### config.mk
export PLATFORM = sky130hd
export DESIGN_NAME = tile_map_renderer
export DESIGN_NICKNAME = d
export VERILOG_FILES = /design/src/rtl/tile_map_renderer.sv
export SDC_FILE = /design/constraint.sdc
export NUM_CORES = 1
export LEC_CHECK = 0
export ABC_AREA = 0
export CORE_UTILIZATION = 45
export CTS_CLUSTER_DIAMETER = 80
export CTS_CLUSTER_SIZE = 12
export DETAILED_ROUTE_END_ITERATION = 8
export PLACE_DENSITY = 0.79
export RECOVER_POWER = 100
export SETUP_SLACK_MARGIN = 0.15
export SYNTH_ARGS = -nofsm -noshare
export SYNTH_HDL_FRONTEND = slang
export SYNTH_SLANG_ARGS = --single-unit
export TNS_END_PERCENT = 20
### constraint.sdc
create_clock -name clk -period 5.35 [get_ports clk]
set_clock_uncertainty 0.1 [all_clocks]
set_input_delay 1.605 -clock clk [delete_from_list [all_inputs] [get_ports clk]]
set_output_delay 1.605 -clock clk [all_outputs]
set_load 0.05 [all_outputs]
### src/rtl/tile_map_renderer.sv
// Tile map renderer: walks a MAP_W x MAP_H grid, resolves map/overlay tile ids and
// blits each TILE_PX x TILE_PX tile from resource ROM into the frame buffer.
module tile_map_renderer #(
    parameter int              MAP_W      = 13,
    parameter int              MAP_H      = 13,
    parameter int              TILE_PX    = 32,
    parameter int              FB_W       = 640,
    parameter int              N_OVL      = 4,
    parameter int              CW         = 4,
    parameter int              ID_W       = 16,
    parameter int              ADDR_W     = 19,
    parameter int              PIX_W      = 16,
    parameter int              KEY_EN     = 0,
    parameter logic [PIX_W-1:0] KEY_COL   = 16'h0000,
    parameter int              CONTINUOUS = 0
) (
    input  logic                  clk,
    input  logic                  rstn,
    input  logic                  start,
    output logic                  busy,
    output logic                  done,
    input  logic [N_OVL-1:0]      ovl_en,
    input  logic [N_OVL*CW-1:0]   ovl_x,
    input  logic [N_OVL*CW-1:0]   ovl_y,
    input  logic [N_OVL*ID_W-1:0] ovl_id,
    output logic [ADDR_W-1:0]     map_addr,
    input  logic [ID_W-1:0]       map_data,
    output logic [ADDR_W-1:0]     res_addr,
    input  logic [PIX_W-1:0]      res_data,
    output logic [ADDR_W-1:0]     dst_addr,
    output logic [PIX_W-1:0]      dst_data,
    output logic                  dst_wr
);

    localparam int PXW = (TILE_PX > 1) ? $clog2(TILE_PX) : 1;
    localparam logic [ADDR_W-1:0] L_MAP_W = ADDR_W'(MAP_W);
    localparam logic [ADDR_W-1:0] L_TILE  = ADDR_W'(TILE_PX);
    localparam logic [ADDR_W-1:0] L_AREA  = ADDR_W'(TILE_PX * TILE_PX);
    localparam logic [ADDR_W-1:0] L_FB_W  = ADDR_W'(FB_W);
    localparam logic [PXW-1:0]    PX_LAST = PXW'(TILE_PX - 1);

    typedef enum logic [2:0] {S_IDLE, S_FETCH, S_RESOLVE, S_PIX, S_DONE} state_t;

    state_t r_state, w_next;

    logic [CW-1:0]         r_gx, r_gy;
    logic [PXW-1:0]        r_px, r_py;
    logic [ID_W-1:0]       r_id;
    logic                  r_hit;
    logic [N_OVL-1:0]      r_sh_en;
    logic [N_OVL*CW-1:0]   r_sh_x, r_sh_y;
    logic [N_OVL*ID_W-1:0] r_sh_id;
    logic                  r_vld_p1, r_hit_p1;
    logic [ADDR_W-1:0]     r_dst_addr_p1;

    logic                  w_last_px, w_last_col, w_last_row, w_latch, w_hit, w_key;
    logic [ID_W-1:0]       w_ovl_id;
    logic [ADDR_W-1:0]     w_cell_addr, w_res_addr, w_dst_addr;

    assign w_last_px  = (r_px == PX_LAST) && (r_py == PX_LAST);
    assign w_last_col = (r_gx == CW'(MAP_W - 1));
    assign w_last_row = (r_gy == CW'(MAP_H - 1));
    assign w_latch    = ((r_state == S_IDLE) && start) ||
                        ((r_state == S_DONE) && ((CONTINUOUS != 0) || start));

    assign w_cell_addr = ADDR_W'(r_gy) * L_MAP_W + ADDR_W'(r_gx);
    assign w_res_addr  = ADDR_W'(r_id) * L_AREA + ADDR_W'(r_py) * L_TILE + ADDR_W'(r_px);
    assign w_dst_addr  = (ADDR_W'(r_gy) * L_TILE + ADDR_W'(r_py)) * L_FB_W
                       + ADDR_W'(r_gx) * L_TILE + ADDR_W'(r_px);

    // Descending scan so the lowest-index matching entity wins.
    always_comb begin
        w_hit    = 1'b0;
        w_ovl_id = '0;
        for (int i = N_OVL - 1; i >= 0; i--) begin
            if (r_sh_en[i] && (r_sh_x[i*CW +: CW] == r_gx) && (r_sh_y[i*CW +: CW] == r_gy)) begin
                w_hit    = 1'b1;
                w_ovl_id = r_sh_id[i*ID_W +: ID_W];
            end
        end
    end

    always_ff @(posedge clk) begin
        if (!rstn) r_state <= S_IDLE;
        else       r_state <= w_next;
    end

    always_comb begin
        w_next = r_state;
        case (r_state)
            S_IDLE:    if (start) w_next = S_FETCH;
            S_FETCH:   w_next = S_RESOLVE;
            S_RESOLVE: w_next = S_PIX;
            S_PIX:     if (w_last_px) w_next = (w_last_col && w_last_row) ? S_DONE : S_FETCH;
            S_DONE:    w_next = ((CONTINUOUS != 0) || start) ? S_FETCH : S_IDLE;
            default:   w_next = S_IDLE;
        endcase
    end

    always_comb begin
        busy     = (r_state == S_FETCH) || (r_state == S_RESOLVE) || (r_state == S_PIX);
        done     = (r_state == S_DONE);
        map_addr = w_cell_addr;
        res_addr = (r_state == S_PIX) ? w_res_addr : '0;
    end

    // Overlay shadows only change at a frame latch, so mid-frame input changes are invisible.
    always_ff @(posedge clk) begin
        if (w_latch) begin
            r_sh_en <= ovl_en;
            r_sh_x  <= ovl_x;
            r_sh_y  <= ovl_y;
            r_sh_id <= ovl_id;
        end
    end

    always_ff @(posedge clk) begin
        if (!rstn) begin
            r_gx  <= '0;
            r_gy  <= '0;
            r_px  <= '0;
            r_py  <= '0;
            r_id  <= '0;
            r_hit <= 1'b0;
        end else if (w_latch) begin
            r_gx <= '0;
            r_gy <= '0;
        end else if (r_state == S_RESOLVE) begin
            r_id  <= w_hit ? w_ovl_id : map_data;
            r_hit <= w_hit;
            r_px  <= '0;
            r_py  <= '0;
        end else if (r_state == S_PIX) begin
            if (r_px == PX_LAST) begin
                r_px <= '0;
                if (r_py == PX_LAST) begin
                    r_py <= '0;
                    if (w_last_col) begin
                        r_gx <= '0;
                        r_gy <= w_last_row ? '0 : r_gy + CW'(1);
                    end else begin
                        r_gx <= r_gx + CW'(1);
                    end
                end else begin
                    r_py <= r_py + PXW'(1);
                end
            end else begin
                r_px <= r_px + PXW'(1);
            end
        end
    end

    // p1: ROM data arrives; destination address and overlay flag delayed to match.
    always_ff @(posedge clk) begin
        if (!rstn) begin
            r_vld_p1      <= 1'b0;
            r_hit_p1      <= 1'b0;
            r_dst_addr_p1 <= '0;
        end else begin
            r_vld_p1 <= (r_state == S_PIX);
            r_hit_p1 <= r_hit;
            if (r_state == S_PIX) r_dst_addr_p1 <= w_dst_addr;
        end
    end

    assign w_key    = (KEY_EN != 0) && r_hit_p1 && (res_data == KEY_COL);
    assign dst_addr = r_dst_addr_p1;
    assign dst_data = r_vld_p1 ? res_data : '0;
    assign dst_wr   = r_vld_p1 && !w_key;

endmodule

Word level (Yosys, flattened, before mapping)
Index checks and enable logic that the tools add are counted.
Cells by class
  equality and inequality tests: 18
  multiplexer cells: 25
  reductions and logical operators: 25
  $mul: 2
  bitwise logic cells: 3
  $add $sub $neg: 10
Operators with widths (number)
  9-bit 2-to-1 mux: 5
  19-bit by 5-bit adder with 19-bit output: 2
  5-bit 2-to-1 mux: 7
  4-bit == test: 8
  19-bit by 10-bit adder with 19-bit output: 1
  19-bit by 9-bit adder with 19-bit output: 1
  19-bit 2-to-1 mux: 1
  16-bit 2-to-1 mux: 1
  3-bit one-hot mux with 5 select lines: 1
  1-bit logical AND: 12
  10-bit by 3-bit multiplier with 12-bit output (second input constant): 1
  5-bit by 1-bit adder with 5-bit output (second input constant): 2
  9-bit by 5-bit adder with 10-bit output: 1
  5-bit == test (second input constant): 2
  8-bit by 4-bit adder with 9-bit output: 1
  3-bit 2-to-1 mux: 3
  4-bit by 1-bit adder with 4-bit output (second input constant): 2
  4-bit == test (second input constant): 2
  4-bit by 4-bit multiplier with 8-bit output (second input constant): 1
  4-bit 2-to-1 mux: 2
  3-bit by 2-bit == test with 1-bit output (second input constant): 2
  2-bit AND reduction: 3
  1-bit 2-to-1 mux: 5
  5-bit AND reduction: 1
  other kinds (10): 16
Storage, ports and cells
  register bits: 143
  input bits: 135
  output and inout port bits: 76
  logic and storage cells: 95

Longest topological paths before layout
Gate-level depths: netlist of the first run.
  word-level depth: 8
  gate-level depth with buffers: 12
  gate-level depth less buffers: 11

Worst setup path after synthesis of the first run
No wires, ideal clock.
  path kind: reg-to-output
  from: register r_gy[1]
  to: output map_addr[7]
  buffers on the path: 1
  data required time: 3.645 ns
  stages on the path, launching flop included: 13
  arrival time: 3.212 ns
  slack: 0.433 ns
  cell sequence: dfxtp_1 -> buf_2 -> inv_1 -> ha_1 -> ha_1 -> fa_1 -> ha_1 -> a21oi_1 -> nor2_1 -> nor2_1 -> o21bai_1 -> a21oi_1 -> xnor2_1
On the way
  cells in the longest elaborated chain, start to end: 2
Ends and longest elaborated chain
  start, declared: line 46  | logic [CW-1:0] r_gx, r_gy;
  start signal, assigned: line 140  | r_gy <= w_last_row ? '0 : r_gy + CW'(1);
  4-bit by 4-bit multiplier with 8-bit output: line 66  | assign w_cell_addr = ADDR_W'(r_gy) * L_MAP_W + ADDR_W'(r_gx);
  8-bit by 4-bit adder with 9-bit output: line 66
  end, declared: line 26  | output logic [ADDR_W-1:0] map_addr,
No other way between the ends.

Worst setup path after layout of the first run
  from: register r_gy[2]
  to: output map_addr[8]
Same word-level chain as after synthesis.

==> results_tabular.tex, run 1 <==
\begin{tabular}{lr}
\hline
Metric & Value \\
\hline
\multicolumn{2}{l}{\textbf{Placement}} \\
\quad Count of port buffers added during placement & 165 \\
\quad Last weighted congestion value of the routability-driven placer & 0.831 \\
\quad Final HPWL from detailed placement & 10,900 µm \\
\multicolumn{2}{l}{\textbf{Synthesis}} \\
\quad Count of flip-flops with a built-in enable after synthesis & 72 \\
\quad Share of flip-flops with an asynchronous set or reset & 0 \\
\quad Fraction of synthesized cell area taken by the top area cell type & 0.338 \\
\quad Flop and latch count out of synthesis & 122 \\
\quad Cells taking the most area after synthesis & edfxtp\_1 34\%, dfxtp\_1 16\%, ha\_1 8.4\%, xor2\_1 3.7\%, xnor2\_1 3.2\% \\
\quad Top-count cell post-synth & edfxtp\_1 \\
\quad Synthesized area divided by synthesized cell count & 11.0 µm² \\
\quad Number of standard cells after synthesis & 583 \\
\quad Post-synth top area cell & edfxtp\_1 \\
\quad Unique masters post-synth & 58 \\
\quad Most common flop cell mapped by yosys & edfxtp\_1 \\
\quad Synthesis warning total & 0 \\
\quad Mapped Area & 6390 µm² \\
\quad Most frequent cells after synthesis & 72 x edfxtp\_1, 50 x dfxtp\_1, 46 x nand2\_1, 45 x nor2\_1, 43 x ha\_1 \\
\quad Sequential element share of the synthesized area & 0.495 \\
\multicolumn{2}{l}{\textbf{Pwr}} \\
\quad Worst supply voltage drop on vdd & 0.261 mV \\
\quad P\_leak & 0.00366 µW \\
\quad Pwr per Cell Area & 276 nW/µm² \\
\multicolumn{2}{l}{\textbf{Layout}} \\
\quad Area Overhead vs Synth & 35.0\% \\
\quad Post-route core utilization & 0.622 \\
\quad Final net count & 931 \\
\quad Share of layout cells above drive strength 1 & 0.0696 \\
\quad Fill cells & 1,109 \\
\quad Storage element area & 3160 µm² \\
\quad Multi-input logic area & 2870 µm² \\
\multicolumn{2}{l}{\textbf{STA}} \\
\quad Shortest clock period the worst path allows after layout & 4990 ps \\
\quad Count of final max-slew check failures & 38 \\
\quad Setup TNS & 0 ps \\
\quad Final Hold Violating Endpoints & 0 \\
\quad Worst max-slew margin expressed relative to the limit & -0.277 \\
\quad Period utilization & 0.933 \\
\quad Slew at the pin with the worst max-slew slack & 1910 ps \\
\quad RSZ-0062 raised after global routing & false \\
\quad \# setup viols final & 0 \\
\quad Max frequency & 200 MHz \\
\multicolumn{2}{l}{\textbf{Hold path}} \\
\quad Worst hold path type & reg2reg \\
\multicolumn{2}{l}{\textbf{Drt}} \\
\quad Vias per Instance & 5.13 \\
\quad Total vias in the final route & 4,840 \\
\quad Detailed-route DRC error count & 0 \\
\quad Routed Wire Length & 14,500 µm \\
\quad Count of TritonRoute iterations in the first routing pass & 6 \\
\quad Initial DRC count & 156 \\
\quad DRT antenna net count & 0 \\
\quad Wire length per cell after detailed routing & 15.4 µm \\
\multicolumn{2}{l}{\textbf{Floorplan}} \\
\quad Die width & 121 µm \\
\quad Area of the die & 14,700 µm² \\
\quad Vertical extent of the die & 121 µm \\
\quad Core box area & 13,900 µm² \\
\quad Initial core utilization & 0.461 \\
\quad Row Count & 43 \\
\quad Top-Level Pins & 211 \\
\multicolumn{2}{l}{\textbf{Run status}} \\
\quad Status & finished, violations left \\
\quad Violated checks & capacitance limit, slew limit \\
\multicolumn{2}{l}{\textbf{GRT}} \\
\quad Sum of overflow across all layers after global routing & 0 \\
\quad Number of global-route vias before repair & 4,803 \\
\quad Wire length of the first global-routing pass & 22,500 µm \\
\quad GRT Overall Usage & 0.203 \\
\quad Pin count of the biggest net entering global routing & 38 \\
\quad Number of antenna violations at the first check in global routing & 1 \\
\multicolumn{2}{l}{\textbf{Critical path}} \\
\quad Worst setup EP type & primary output \\
\quad Required time at the worst-slack endpoint & 3650 ps \\
\quad Arrival time at the worst endpoint & 3290 ps \\
\quad Worst setup SP type & flop \\
\quad Type of the worst setup path & reg2out \\
\quad Critical-path maximum fanout & 11 \\
\multicolumn{2}{l}{\textbf{Clock network}} \\
\quad Master cell of the clock root buffer & clkbuf\_16 \\
\quad Count of instances resized after the clock tree is built & 0 \\
\quad CTS tree & yes \\
\quad Setup repair bufs after CTS & 0 \\
\quad Clock edge transition at the registers on the reported setup and hold paths & 50 ps \\
\quad Number of H-tree levels & 4 \\
\quad Hold-fix buffers, CTS & 0 \\
\quad Maximum clock insertion buffer count & 2 \\
\quad CTS Buf Count & 17 \\
\quad Clk Latency, worst-skew pair & 420 ps \\
\quad CTS sink cnt & 122 \\
\multicolumn{2}{l}{\textbf{Run}} \\
\quad Maxcap violations & 1 \\
\hline
\end{tabular}
==> power by group <==
group          leakage [µW]  switching [µW]  internal (µW)
Clock              0.000263             420            667
Combinational       0.00231             116           88.0
Sequential          0.00109            24.4           1060
Total               0.00366             561           1820
==> state kept, by name (all words and copies together) (netlist names) <==
signal and count:
r_sh_id 36, dst_addr 19, r_sh_x 16, r_sh_y 16, r_id 9, r_px 5, r_py 5, r_gx 4
r_gy 4, r_sh_en 4, r_state 3, dst_wr 1
==> layer usage <==
layer	global-route usage	vias up	share of wire	wire length (µm)
li1	-	2411	-	-
met5	0	-	0	0
met3	0.0653	25	0.065	947
met4	0.0903	0	0.020	294
met1	0.226	2227	0.42	6040
met2	0.351	177	0.50	7250
==> worst max-delay path, cell delays in order, from the launching register on <==
cell and delay, ps:
dfxtp_1 640, ha_1 380, ha_1 340, ha_1 300, a21o_1 150, a21oi_1 230, o21bai_1 100, a21oi_1 230
o21bai_1 90, a22o_1 180, clkbuf_2 230
==> final timing paths <==
check / from / to / slack, ps / cells past startpoint
worst min-delay path: dst_addr[7] / dst_addr[7] / 350 / 2
worst max register to register: r_state[0] / r_sh_x[3] / 1760 / 3
worst max-delay path: r_gy[2] / map_addr[8] / 360 / 10
worst min register to register: dst_addr[7] / dst_addr[7] / 350 / 2
==> stage by stage <==
| step | power (µW) | setup WS [ps] | std cells | cell area [µm²] | hold WS, ps |
|---|---|---|---|---|---|
| floorplan | 1220 | 433 | 592 | 6430 | 317 |
| global placement | 1320 | 638 | 910 | 8160 | 328 |
| detailed placement | 1330 | 641 | 910 | 8160 | 337 |
| CTS | 2410 | 388 | 942 | 8730 | 350 |
| global route | 2460 | 128 | 942 | 8630 | 376 |
| finish | 2380 | 357 | 943 | 8630 | 350 |
==> placed cells by master, fill, tap and decap left out, drive strengths merged, types with 2 or more instances in the layout <==
master,instances
nor3,11
dlygate4sd3,135
xor2,27
or2b,2
a2111oi,3
nand3b,4
clkdlybuf4s50,25
fa,4
xnor2,23
clkinv,2
o21ai,15
edfxtp,72
o21bai,3
a211oi,8
o22ai,8
o211a,2
a21oi,34
ha,43
or3,2
and3,22
and2,30
clkinvlp,5
nor4,3
a32oi,2
inv,25
mux2i,11
clkbuf,26
a21o,5
nor2,46
dfxtp,50
o41ai,9
buf,9
nand2,46
nand4,10
nand3,11
a31oi,2
conb,10
nand2b,6
==> cell type report <==
class                           instances  area share
Antenna cell                            1    0.000290
Clock buffer                           21      0.0534
Clock inverter                         11      0.0129
Inverter                               22     0.00957
Multi-Input combinational cell        412       0.333
Sequential cell                       122       0.367
Tap cell                              180      0.0261
Timing Repair Buffer                  174       0.199
==> kinds of logic (layout without fill, tap and decap cells) <==
family	after synthesis	after routing	share of synthesized area
AOI/OAI and AO/OA	96	96	0.114
xor gates and xnor gates	50	50	0.0685
adders and majority gates	47	47	0.0967
buffers and inverters	58	228	0.0487
DFF	122	122	0.495
muxes	11	11	0.0172
other	1	11	0.000587
and+or+nand+nor	198	198	0.160
Note: power is estimated with default switching activity, not from simulation.
==> run 2: changes to the inputs <==
--- a/config.mk
+++ b/config.mk
@@ -12,7 +12,7 @@
 export DETAILED_ROUTE_END_ITERATION = 8
 export PLACE_DENSITY = 0.79
 export RECOVER_POWER = 100
-export SETUP_SLACK_MARGIN = 0.15
+export SETUP_SLACK_MARGIN = 0.5
 export SYNTH_ARGS = -nofsm -noshare
 export SYNTH_HDL_FRONTEND = slang
 export SYNTH_SLANG_ARGS = --single-unit
==> run 2 against run 1 <==
  * The flow still finishes with violations (capacitance limit, slew limit)
  * Total power up 3.3%
  * Highest routed layer unchanged
  * Combinational power about the same
  * Register-to-register slack worse by 290 ps
  * Largest cell class unchanged
  * Worst setup slack better by 140 ps
  * Global-route usage up 1.4 points
==> results_tabular.tex, run 2 (same netlist as run 1, synthesis figures left out) <==
\begin{tabular}{lr}
\hline
Metric & Value \\
\hline
\multicolumn{2}{l}{\textbf{Run status}} \\
\quad Status & finished, violations left \\
\quad Violated checks & capacitance limit, slew limit \\
\multicolumn{2}{l}{\textbf{Pwr}} \\
\quad Worst supply voltage drop on vdd & 0.231 mV \\
\quad Pwr per Cell Area & 283 nW/µm² \\
\quad P\_leak & 0.00370 µW \\
\multicolumn{2}{l}{\textbf{Floorplan}} \\
\quad Row Count & 43 \\
\quad Die width & 121 µm \\
\quad Area of the die & 14,700 µm² \\
\quad Initial core utilization & 0.461 \\
\quad Core box area & 13,900 µm² \\
\quad Vertical extent of the die & 121 µm \\
\quad Top-Level Pins & 211 \\
\multicolumn{2}{l}{\textbf{STA}} \\
\quad Count of final max-slew check failures & 31 \\
\quad Setup TNS & 0 ps \\
\quad Shortest clock period the worst path allows after layout & 4860 ps \\
\quad Worst hold slack across all endpoints & 352 ps \\
\quad Worst max-slew margin expressed relative to the limit & -0.348 \\
\quad RSZ-0062 raised after global routing & false \\
\quad Max frequency & 206 MHz \\
\quad \# setup viols final & 0 \\
\quad Slew at the pin with the worst max-slew slack & 2020 ps \\
\quad Period utilization & 0.908 \\
\quad Final Hold Violating Endpoints & 0 \\
\multicolumn{2}{l}{\textbf{Critical path}} \\
\quad Launch point of the worst reg-to-reg path & r\_state[0] \\
\quad Launch point of the critical path & r\_gy[0] \\
\quad Worst R2R Path Depth & 3 \\
\quad Type of the worst setup path & reg2out \\
\quad Required time at the worst-slack endpoint & 3650 ps \\
\quad Arrival time at the worst endpoint & 3150 ps \\
\quad Worst setup SP type & flop \\
\quad Worst setup EP type & primary output \\
\quad Critical-path maximum fanout & 3 \\
\multicolumn{2}{l}{\textbf{Placement}} \\
\quad Final HPWL from detailed placement & 11,200 µm \\
\quad Last weighted congestion value of the routability-driven placer & 0.839 \\
\quad Dpl cells & 909 \\
\quad Count of port buffers added during placement & 165 \\
\quad Cell Area, Placed & 8160 µm² \\
\multicolumn{2}{l}{\textbf{Drt}} \\
\quad Total vias in the final route & 5,051 \\
\quad Count of TritonRoute iterations in the first routing pass & 5 \\
\quad Routed Wire Length & 15,600 µm \\
\quad Wire length per cell after detailed routing & 16.5 µm \\
\quad DRT antenna net count & 0 \\
\quad Vias per Instance & 5.36 \\
\quad Detailed-route DRC error count & 0 \\
\quad Initial DRC count & 224 \\
\multicolumn{2}{l}{\textbf{Clock network}} \\
\quad Master cell of the clock root buffer & clkbuf\_16 \\
\quad Number of H-tree levels & 4 \\
\quad CTS sink cnt & 122 \\
\quad Hold-fix buffers, CTS & 0 \\
\quad Clk Latency, worst-skew pair & 410 ps \\
\quad Maximum clock insertion buffer count & 2 \\
\quad CTS Buf Count & 17 \\
\quad Clock edge transition at the registers on the reported setup and hold paths & 60 ps \\
\quad CTS tree & yes \\
\multicolumn{2}{l}{\textbf{GRT}} \\
\quad Number of antenna violations at the first check in global routing & 1 \\
\quad GRT Overall Usage & 0.217 \\
\quad Pin count of the biggest net entering global routing & 46 \\
\quad Sum of overflow across all layers after global routing & 0 \\
\quad Number of global-route vias before repair & 5,067 \\
\quad Wire length of the first global-routing pass & 24,200 µm \\
\multicolumn{2}{l}{\textbf{Layout}} \\
\quad Most common library cell in the layout ignoring fill and taps & dlygate4sd3\_1 \\
\quad Area Overhead vs Synth & 35.7\% \\
\quad Share of layout cells above drive strength 1 & 0.0775 \\
\quad Post-route insts no fill & 942 \\
\quad Leading cell types in the layout, fill and taps excluded & 134 x dlygate4sd3\_1, 72 x edfxtp\_1, 48 x dfxtp\_1 \\
\quad Post-route core utilization & 0.625 \\
\quad Final net count & 930 \\
\quad Max reg flops & 36 \\
\quad Register with the highest flop count & r\_sh\_id \\
\quad Post-route cell area & 8670 µm² \\
\multicolumn{2}{l}{\textbf{Hold path}} \\
\quad Worst Hold Depth & 2 \\
\quad Worst hold path type & reg2reg \\
\quad Min-delay src & dst\_addr[4] \\
\multicolumn{2}{l}{\textbf{Run}} \\
\quad Maxcap violations & 1 \\
\hline
\end{tabular}
[run 2: cell count changes in the layout (fill, tap and decap cells not counted), sizes merged]
cell / before / now
clkbuf: 26 / 20
clkinv: 2 / 8
clkinvlp: 5 / 1
bufinv: 1 / 3
buf: 9 / 10
dlygate4sd2: 0 / 1
dlygate4sd3: 135 / 134
[run 2: area by class of cell]
class,count,area [µm²]
Clock buffer,17,425
Tap cell,180,225
Multi-Input combinational cell,412,2890
Fill cell,1101,5210
Clock inverter,15,174
Timing Repair Buffer,173,1710
Sequential cell,122,3170
Antenna cell,1,2.50
Inverter,22,82.6
[run 2: repair_timing]
action | in CTS | in global routing
buffers inserted | 0 | 0
pin swaps | 0 | 6
setup endpoints to repair | 5 | 3
gates resized for setup | 4 | 6
[run 2: worst max-delay path, cell delays in order, from the launching register on]
cell,delay [ps]
dfxtp_2,330
inv_1,70
ha_4,240
ha_1,290
fa_1,440
ha_1,360
a21oi_2,150
nor2_1,50
nor2_1,150
o21bai_1,90
a21oi_1,240
xnor2_2,170
buf_12,160
[run 2: metal layers]
layer / GRT usage / up-vias / share of wire
met5: 0 / - / 0
li1: - / 2399 / -
met3: 0.0663 / 12 / 0.066
met2: 0.389 / 205 / 0.52
met4: 0.0640 / 0 / 0.0096
met1: 0.246 / 2435 / 0.41
[run 2: final timing paths]
check / slack (ps) / end
min: 350 / dst_addr[4]
min reg2reg: 350 / dst_addr[4]
max reg2reg: 1470 / r_sh_en[2]
max: 490 / map_addr[7]
[run 2: where the power goes]
group	internal, µW	switching, µW	total, µW	leakage, µW
Sequential	1060	25.7	1090	0.00109
Combinational	87.8	119	206	0.00231
Clock	732	430	1160	0.000295
[run 2: stage by stage]
step                setup slack [ps]  power (µW)
floorplan                        518        1220
global placement                 624        1320
detailed placement               630        1330
CTS                              450        2490
global route                     308        2540
finish                           492        2460
==> run 3: changes to the inputs <==
--- a/config.mk
+++ b/config.mk
@@ -7,6 +7,7 @@
 export LEC_CHECK = 0
 export ABC_AREA = 0
 export CORE_UTILIZATION = 45
+export CTS_BUF_LIST = sky130_fd_sc_hd__clkbuf_4 sky130_fd_sc_hd__clkbuf_8
 export CTS_CLUSTER_DIAMETER = 80
 export CTS_CLUSTER_SIZE = 12
 export DETAILED_ROUTE_END_ITERATION = 8
==> run 3 against run 2 <==
  * The flow still finishes with violations (capacitance limit, slew limit)
  * Hold slack about the same
  * Global-route usage down 0.40 points
  * Design area down 1.9%
  * Critical path depth down 2
  * Total power down 13%
  * First-iteration DRC count down 0.89%
  * Maximum frequency up 0.92%
  * Register-to-register slack worse by 40 ps
  * Sequential share of layout area up 0.73 points
  * Core utilization down 1.2 points
  * Largest power group is now registers
==> results_tabular.tex, run 3 (same netlist as run 1, synthesis figures left out) <==
\begin{tabular}{lr}
\hline
Metric & Value \\
\hline
\multicolumn{2}{l}{\textbf{GRT}} \\
\quad GRT Overall Usage & 0.213 \\
\quad Wire length of the first global-routing pass & 23,800 µm \\
\quad Sum of overflow across all layers after global routing & 0 \\
\quad Pin count of the biggest net entering global routing & 46 \\
\quad Number of global-route vias before repair & 5,024 \\
\quad Number of antenna violations at the first check in global routing & 1 \\
\multicolumn{2}{l}{\textbf{Floorplan}} \\
\quad Initial core utilization & 0.461 \\
\quad Area of the die & 14,700 µm² \\
\quad Core box area & 13,900 µm² \\
\quad Die width & 121 µm \\
\quad Vertical extent of the die & 121 µm \\
\quad Top-Level Pins & 211 \\
\quad Row Count & 43 \\
\multicolumn{2}{l}{\textbf{Drt}} \\
\quad Vias per Instance & 5.27 \\
\quad Detailed-route DRC error count & 0 \\
\quad Count of TritonRoute iterations in the first routing pass & 5 \\
\quad Routed Wire Length & 15,300 µm \\
\quad Initial DRC count & 222 \\
\quad Total vias in the final route & 4,969 \\
\quad DRT antenna net count & 0 \\
\quad Wire length per cell after detailed routing & 16.3 µm \\
\multicolumn{2}{l}{\textbf{Critical path}} \\
\quad Worst setup SP type & flop \\
\quad Worst-path cell with the longest stage delay & dfxtp\_1 \\
\quad Worst setup EP type & primary output \\
\quad Cell breakdown of the critical path & ha\_1 -> ha\_1 -> fa\_1 -> a21oi\_2 -> nor2\_1 -> nor2\_1 -> o21bai\_1 -> a21oi\_1 -> xnor2\_2 -> buf\_12 \\
\quad Arrival time at the worst endpoint & 3110 ps \\
\quad Max stage delay on crit path & 700 ps \\
\quad Required time at the worst-slack endpoint & 3650 ps \\
\quad Type of the worst setup path & reg2out \\
\quad Critical-path maximum fanout & 10 \\
\multicolumn{2}{l}{\textbf{Placement}} \\
\quad Cell Area, Placed & 8160 µm² \\
\quad Placement-stage worst setup slack & 630 ps \\
\quad Final HPWL from detailed placement & 11,200 µm \\
\quad Count of port buffers added during placement & 165 \\
\quad Last weighted congestion value of the routability-driven placer & 0.839 \\
\multicolumn{2}{l}{\textbf{Clock network}} \\
\quad CTS Buf Count & 17 \\
\quad Clock edge transition at the registers on the reported setup and hold paths & 80 ps \\
\quad Maximum clock insertion buffer count & 2 \\
\quad Master cell of the clock root buffer & clkbuf\_8 \\
\quad Clk Latency, worst-skew pair & 450 ps \\
\quad CTS sink cnt & 122 \\
\quad CTS tree & yes \\
\quad Number of H-tree levels & 4 \\
\multicolumn{2}{l}{\textbf{STA}} \\
\quad Max frequency & 208 MHz \\
\quad Slew at the pin with the worst max-slew slack & 2050 ps \\
\quad Period utilization & 0.900 \\
\quad \# setup viols final & 0 \\
\quad Worst max-slew margin expressed relative to the limit & -0.366 \\
\quad Shortest clock period the worst path allows after layout & 4810 ps \\
\quad Setup ws final & 537 ps \\
\quad Count of final max-slew check failures & 31 \\
\quad RSZ-0062 raised after global routing & false \\
\quad Final Hold Violating Endpoints & 0 \\
\quad Setup TNS & 0 ps \\
\quad Worst hold slack across all endpoints & 351 ps \\
\multicolumn{2}{l}{\textbf{Layout}} \\
\quad Final net count & 930 \\
\quad Register with the highest flop count & r\_sh\_id \\
\quad Max reg flops & 36 \\
\quad Post-route cell area & 8510 µm² \\
\quad Fill cells & 1,113 \\
\quad Share of layout cells above drive strength 1 & 0.0815 \\
\quad Area Overhead vs Synth & 33.1\% \\
\quad Most common library cell in the layout ignoring fill and taps & dlygate4sd3\_1 \\
\quad Leading cell types in the layout, fill and taps excluded & 134 x dlygate4sd3\_1, 72 x edfxtp\_1, 48 x dfxtp\_1 \\
\multicolumn{2}{l}{\textbf{Run status}} \\
\quad Status & finished, violations left \\
\quad Violated checks & capacitance limit, slew limit \\
\multicolumn{2}{l}{\textbf{Pwr}} \\
\quad Worst supply voltage drop on vdd & 0.230 mV \\
\quad Relative contribution of combinational cells to total power & 0.096 \\
\quad Share of total power consumed by net switching & 0.249 \\
\quad P\_leak & 0.00361 µW \\
\quad Pwr per Cell Area & 252 nW/µm² \\
\quad Share of total power in the clock network & 0.397 \\
\quad Psw & 534 µW \\
\quad Internal power component & 1610 µW \\
\quad Seq pwr share & 0.506 \\
\multicolumn{2}{l}{\textbf{Hold path}} \\
\quad Worst hold path type & reg2reg \\
\multicolumn{2}{l}{\textbf{Run}} \\
\quad Maxcap violations & 1 \\
\hline
\end{tabular}
[run 3: cell counts in the layout (fill, tap and decap cells not counted)]
Identical to the previous run, type by type.
[run 3: repair_timing]
item,in CTS,in global routing
pin swaps,0,7
setup endpoints to repair,5,3
hold buffers,0,0
setup buffers,0,0
resized for setup,4,10
[run 3: path summary, 6_finish.rpt]
kind | from | end | slack, ps | cells after the start
hold reg to reg | r_id[5] | r_id[5] | 350 | 2
hold / removal | r_id[5] | r_id[5] | 350 | 2
setup / recovery | r_gx[1] | map_addr[7] | 540 | 10
setup reg to reg | r_state[0] | r_sh_en[2] | 1430 | 3
[run 3: area by class of cell]
cell class / count / area (µm²) / share of cell area
multi-input cells: 412 / 2910 / 0.342
inverters: 22 / 82.6 / 0.00970
well taps: 180 / 225 / 0.0265
clock buffers: 17 / 234 / 0.0275
repair buffers: 173 / 1710 / 0.201
clock inverters: 15 / 174 / 0.0204
flip-flops and latches: 122 / 3170 / 0.372
diodes: 1 / 2.50 / 0.000294
[run 3: per-stage QoR]
step | total power [µW] | utilization | cells
after floorplan | 1220 | - | 592
after global placement | 1320 | 0.588 | 909
after detailed placement | 1330 | 0.588 | 909
after CTS | 2170 | 0.618 | 941
after global routing | 2220 | 0.613 | 941
final | 2140 | 0.613 | 942
[run 3: worst max-delay path, delay by kind of cell (launching register included)]
| family | cells | cell delay (ps) |
|---|---|---|
| and+or+nand+nor | 2 | 190 |
| adders and majority gates | 3 | 970 |
| xor gates and xnor gates | 1 | 170 |
| DFF | 1 | 700 |
| buffers and inverters | 1 | 160 |
| AOI/OAI and AO/OA | 3 | 460 |
[run 3: power by group through the flow]
stage,sequential (µW),clock [µW],combinational (µW)
after floorplan,1110,0,113
after global placement,1100,0,216
after detailed placement,1100,0,222
after CTS,1080,866,224
after global routing,1090,906,222
final,1080,851,206
[run 3: routing by layer]
layer,vias up,routed length (µm),share of wire,global-route usage
met5,-,0,0,0
met2,198,8030,0.52,0.384
li1,2396,-,-,-
met4,0,101,0.0066,0.0633
met1,2360,6180,0.40,0.240
met3,15,1020,0.067,0.0648
